$ cat config.mk
export PLATFORM = sky130hd
export DESIGN_NAME = twos_complement_serial
export DESIGN_NICKNAME = d
export VERILOG_FILES = /design/src/rtl/twos_complement_serial.sv
export SDC_FILE = /design/constraint.sdc
export NUM_CORES = 1
export LEC_CHECK = 0
export CAP_MARGIN = 30
export CORE_MARGIN = 8
export CORE_UTILIZATION = 51
export CTS_CLUSTER_SIZE = 16
export DETAILED_ROUTE_END_ITERATION = 8
export GPL_TIMING_DRIVEN = 0
export PLACE_DENSITY = 0.79
export SLEW_MARGIN = 10
export SYNTH_ARGS = -nofsm -noshare
export SYNTH_HDL_FRONTEND = slang
export SYNTH_SLANG_ARGS = --single-unit
$ cat constraint.sdc
create_clock -name clock -period 2.4 [get_ports clock]
set_input_delay 0.48 -clock clock [delete_from_list [all_inputs] [get_ports clock]]
set_output_delay 0.48 -clock clock [all_outputs]
set_load 0.05 [all_outputs]
$ cat src/rtl/twos_complement_serial.sv
// Serial two's-complement unit: invert / negate / absolute value / pass-through,
// processed CHUNK bits per cycle, least significant chunk first.
// Optional overflow flag output built when TWOS_COMPLEMENT_SERIAL_OVF_EN is defined.
module twos_complement_serial #(
   parameter int WIDTH = 34,
   parameter int CHUNK = 8
) (
   input  logic             clock,
   input  logic             reset,
   input  logic             in_valid,
   output logic             in_ready,
   input  logic [1:0]       mode,
   input  logic [WIDTH-1:0] x,
   output logic             out_valid,
   input  logic             out_ready,
   output logic [WIDTH-1:0] xout,
   output logic             busy
`ifdef TWOS_COMPLEMENT_SERIAL_OVF_EN
   ,
   output logic             ovf
`endif
);

   localparam int NBEATS = (WIDTH + CHUNK - 1) / CHUNK;
   localparam int CW     = (NBEATS > 1) ? $clog2(NBEATS) : 1;

   typedef enum logic [1:0] {IDLE, RUN, DONE} state_t;

   state_t           state, state_nxt;
   logic [WIDTH-1:0] opnd;      // captured operand, shifted down one chunk per beat
   logic [WIDTH-1:0] res;       // result, filled chunk by chunk
   logic [CW-1:0]    beat;
   logic             inv;
   logic             carry;
   logic             last_beat;
   logic [CHUNK-1:0] chunk_in;
   logic [CHUNK:0]   sum;

   assign last_beat = (beat == CW'(NBEATS - 1));
   assign xout      = res;

   // Current chunk: bits above WIDTH in the final beat read as zero after shifting,
   // and whatever they turn into is never stored.
   always_comb begin
      chunk_in = opnd[CHUNK-1:0];
      sum      = {1'b0, (inv ? ~chunk_in : chunk_in)} + {{CHUNK{1'b0}}, carry};
   end

   // State register; reset wins over every handshake.
   always_ff @(posedge clock) begin
      if (reset) state <= IDLE;
      else       state <= state_nxt;
   end

   // Next-state and handshake outputs.
   always_comb begin
      state_nxt = state;
      in_ready  = 1'b0;
      out_valid = 1'b0;
      busy      = 1'b0;
      case (state)
         IDLE: begin
            in_ready = 1'b1;
            if (in_valid) state_nxt = RUN;
         end
         RUN: begin
            busy = 1'b1;
            if (last_beat) state_nxt = DONE;
         end
         DONE: begin
            busy      = 1'b1;
            out_valid = 1'b1;
            if (out_ready) state_nxt = IDLE;
         end
         default: state_nxt = IDLE;
      endcase
   end

   // Datapath: capture the operand and its transform flags, then ripple one chunk per beat.
   always_ff @(posedge clock) begin
      if (reset) begin
         opnd  <= '0;
         res   <= '0;
         beat  <= '0;
         inv   <= 1'b0;
         carry <= 1'b0;
      end else begin
         case (state)
            IDLE: begin
               if (in_valid) begin
                  opnd  <= x;
                  beat  <= '0;
                  inv   <= (mode == 2'b00) || (mode == 2'b01) || ((mode == 2'b10) && x[WIDTH-1]);
                  carry <= (mode == 2'b01) || ((mode == 2'b10) && x[WIDTH-1]);
               end
            end
            RUN: begin
               for (int i = 0; i < WIDTH; i++) begin
                  if (beat == CW'(i / CHUNK)) res[i] <= sum[i % CHUNK];
               end
               opnd  <= opnd >> CHUNK;
               carry <= sum[CHUNK];
               beat  <= last_beat ? '0 : beat + CW'(1);
            end
            default: ;
         endcase
      end
   end

`ifdef TWOS_COMPLEMENT_SERIAL_OVF_EN
   logic ovf_flag;

   // Negating the most-negative value wraps back to itself; flag it for the consumer.
   always_ff @(posedge clock) begin
      if (reset) begin
         ovf_flag <= 1'b0;
      end else if (state == IDLE && in_valid) begin
         ovf_flag <= ((mode == 2'b01) || (mode == 2'b10)) &&
                     (x == {1'b1, {(WIDTH-1){1'b0}}});
      end else if (state == DONE && out_ready) begin
         ovf_flag <= 1'b0;
      end
   end

   assign ovf = ovf_flag && (state == DONE);
`endif

endmodule

==> summary.txt <==
Status
  • Status: completed

Floorplan
  • I/O Pins: 77
  • Die height: 102.0 µm
  • Chip width: 102.0 µm
  • Core box area: 0.007214 mm²
  • Num rows: 31
  • Initial Utilization: 52.34%
  • Die area: 0.01041 mm²

Timing
  • Max-slew violations: 0
  • Min Tclk post-route: 2.280 ns
  • Achievable Freq: 438.5 MHz
  • Worst Tran Pin Value: 0.6077 ns
  • Period utilization: 95.01%
  • Hold Vio Cnt, Final: 0
  • Final setup violation count: 0
  • Headroom to the max-slew limit: 59.20%
  • Layout Skew: 0.008076 ns
  • Sum Neg Setup Slack: 0 ns

Synth
  • Synth area leader: dfxtp_1
  • Seq/Total Area, Yosys: 39.76%
  • FFs w/ async S/R, synth: 0%
  • Synth Cell Area: 0.003776 mm²
  • Mean Syn Cell Area: 8.641 µm²
  • Synth top area cells: dfxtp_1, mux2i_1, a211oi_1
  • Synth top area share: 39.76%
  • Main flop type after synthesis: dfxtp_1
  • Cell count after synthesis: 437
  • Yosys warning total: 0
  • Synth Register Bits: 75
  • Mapped Nets: 487
  • Post-synth cell types: 52
  • EDFF count, synth: 0

Cells and area
  • Commonest cells after routing, fill and taps aside: dfxtp_1, clkdlybuf4s50_1, nor2_1
  • Area grow syn2layout: 30.25%
  • Nets: 574
  • Share of layout cells above drive strength 1: 8.696%
  • N_diodes: 0
  • # fillers: 577
  • Register area: 0.001505 mm²
  • Area occupied by multi-input gates: 0.002092 mm²

Detailed routing
  • Via-per-instance ratio: 5.597
  • Average wire per standard cell: 15.96 µm
  • Antenna Violating Nets Remaining: 0
  • Detailed Route Iter0 Violations: 154
  • Final wirelength: 10020 µm
  • Post-route DRC: 0
  • Vias: 3515
  • DRT Pass-1 Iters: 4

Worst setup path
  • Slowest CP cell: or4b_4
  • CP cell instances: buf_6 > buf_6 > xor2_2 > ha_1 > clkbuf_4 > or4b_4 > and2_4 > a32oi_1 > nand2_1
  • R2R Path End: xout[21]
  • Critical path capture point type: flop
  • Worst reg2reg path startpoint: inv
  • Reg2reg path depth: 9
  • Type of origin of the critical path: flop
  • Required time worst endpoint: 2.65 ns
  • Crit Path Class: reg2reg
  • Worst-path maximum fanout: 10
  • Most common cell on crit path: buf_6
  • Reg2reg setup slack: 0.12 ns
  • Max incr delay on CP: 0.51 ns
  • CP arrival: 2.53 ns

Run
  • Max Cap Violations: 0

Placement
  • Final Wtd Congestion: 0.8606
  • Number of port buffers: 76
  • HPWL Detailed: 7436 µm

Clocking
  • Post-CTS Hold Buffers: 0
  • TritonCTS Sinks: 75
  • Setup repair bufs after CTS: 0
  • Max clock buf depth: 2
  • Root Driver: clkbuf_8
  • CTS buffer count: 9
  • Clock-pin transition on the worst setup and hold timing paths: 0.08 ns
  • CTS tree: built
  • H-tree depth: 3
  • Skew-Pair Late Insertion Delay: 0.36 ns

Worst hold path
  • Hold path endpoint: xout[24]
  • Start point of the worst hold path: xout[24]
  • Hold Crit Class: reg2reg
  • Hold depth: 2

Global routing
  • Vias in the first global route: 3479
  • First-pass GRT wire length: 16590 µm
  • Gr ovfl total: 0
  • Largest net degree at the start of global routing: 14
  • Antenna violations before repair: 0
  • Total global-route track usage: 19.99%

Pwr
  • Worst VDD drop: 0.3308 mV
  • Pleak: 1.810 nW
  • PD cells: 708.3 mW/mm²
  • Total power: 3.484 mW
cell type report:
cell class	instances	area share (%)
Timing Repair Buffer	76	15.57
Clock buffer	9	2.518
Sequential cell	75	30.60
Tap cell	99	2.518
Multi-Input combinational cell	316	42.53
Clock inverter	7	1.882
Inverter	10	0.7632
Buffer	36	3.612
worst max path at each step:
stage / startpoint / slack (ns) / depth (start not counted) / to
floorplan: inv / 0.15 / 9 / xout[5]
global placement: reset / -0.11 / 5 / opnd[29]
detailed placement: reset / -0.16 / 5 / opnd[28]
CTS: state[0] / 0.03 / 3 / busy
global route: inv / -0.003 / 9 / xout[21]
finish: inv / 0.12 / 9 / xout[21]
sequential cells by signal, indices dropped and copies added, names as in the netlist:
name / cells
beat: 3
carry: 1
inv: 1
opnd: 34
state: 2
xout: 34
metrics by stage:
step / setup slack (ns) / hold slack (ns) / cell area, µm² / utilization (%) / cells
after floorplan: 0.1542 / 0.4316 / 3776 / - / 437
after detailed placement: -0.1644 / 0.4483 / 4661 / 64.60 / 612
after global placement: -0.1135 / 0.4430 / 4661 / 64.60 / 612
after CTS: 0.02525 / 0.4569 / 4885 / 67.71 / 628
after global routing: -0.003489 / 0.4806 / 4918 / 68.18 / 628
final: 0.1197 / 0.4574 / 4918 / 68.18 / 628
cells in the mapped netlist (9+ instances only):
cell	n
dfxtp_1	75
nor2_1	46
nand2_1	38
a211oi_1	36
mux2i_1	36
a21oi_1	34
nand3_1	21
clkbuf_1	18
buf_2	12
ha_1	10
nand2b_1	10
inv_1	9
nor3_1	9
o21ai_0	9
report_power, final:
group	internal [mW]	total, mW	switching [mW]	leakage [nW]
registers	1.36	1.44	0.0781	0.614
clock network	0.583	1.07	0.490	0.113
logic	0.383	0.974	0.592	1.08
total	2.32	3.48	1.16	1.81
cell families after synthesis:
kind of cell | synth area share, %
multiplexers | 9.543
flip-flops | 39.76
buffers and inverters | 5.367
AND/OR/NAND/NOR | 21.90
AO/OA/AOI/OAI | 18.72
XOR/XNOR | 1.392
adder cells (fa/ha/maj) | 3.313
critical path, delay by kind of cell (launching register included):
kind | cells | cell delay (ns)
buffers and inverters | 3 | 0.49
and+or+nand+nor | 3 | 0.78
xor gates and xnor gates | 1 | 0.17
AOI/OAI and AO/OA | 1 | 0.17
DFF | 1 | 0.39
adders and majority gates | 1 | 0.17
what timing repair did:
action / in CTS / in global routing
setup endpoints to repair: 8 / 10
resized for setup: 3 / 8
hold endpoints to repair: 0 / 0
layer usage:
| layer | global-route usage [%] | up-vias | share of wire, % |
|---|---|---|---|
| li1 | - | 1757 | - |
| met4 | 8.352 | 0 | 2.5 |
| met5 | 0 | - | 0 |
| met1 | 23.72 | 1638 | 43 |
| met2 | 33.78 | 95 | 49 |
| met3 | 4.632 | 25 | 5.3 |
(Power assumes the default switching activity.)
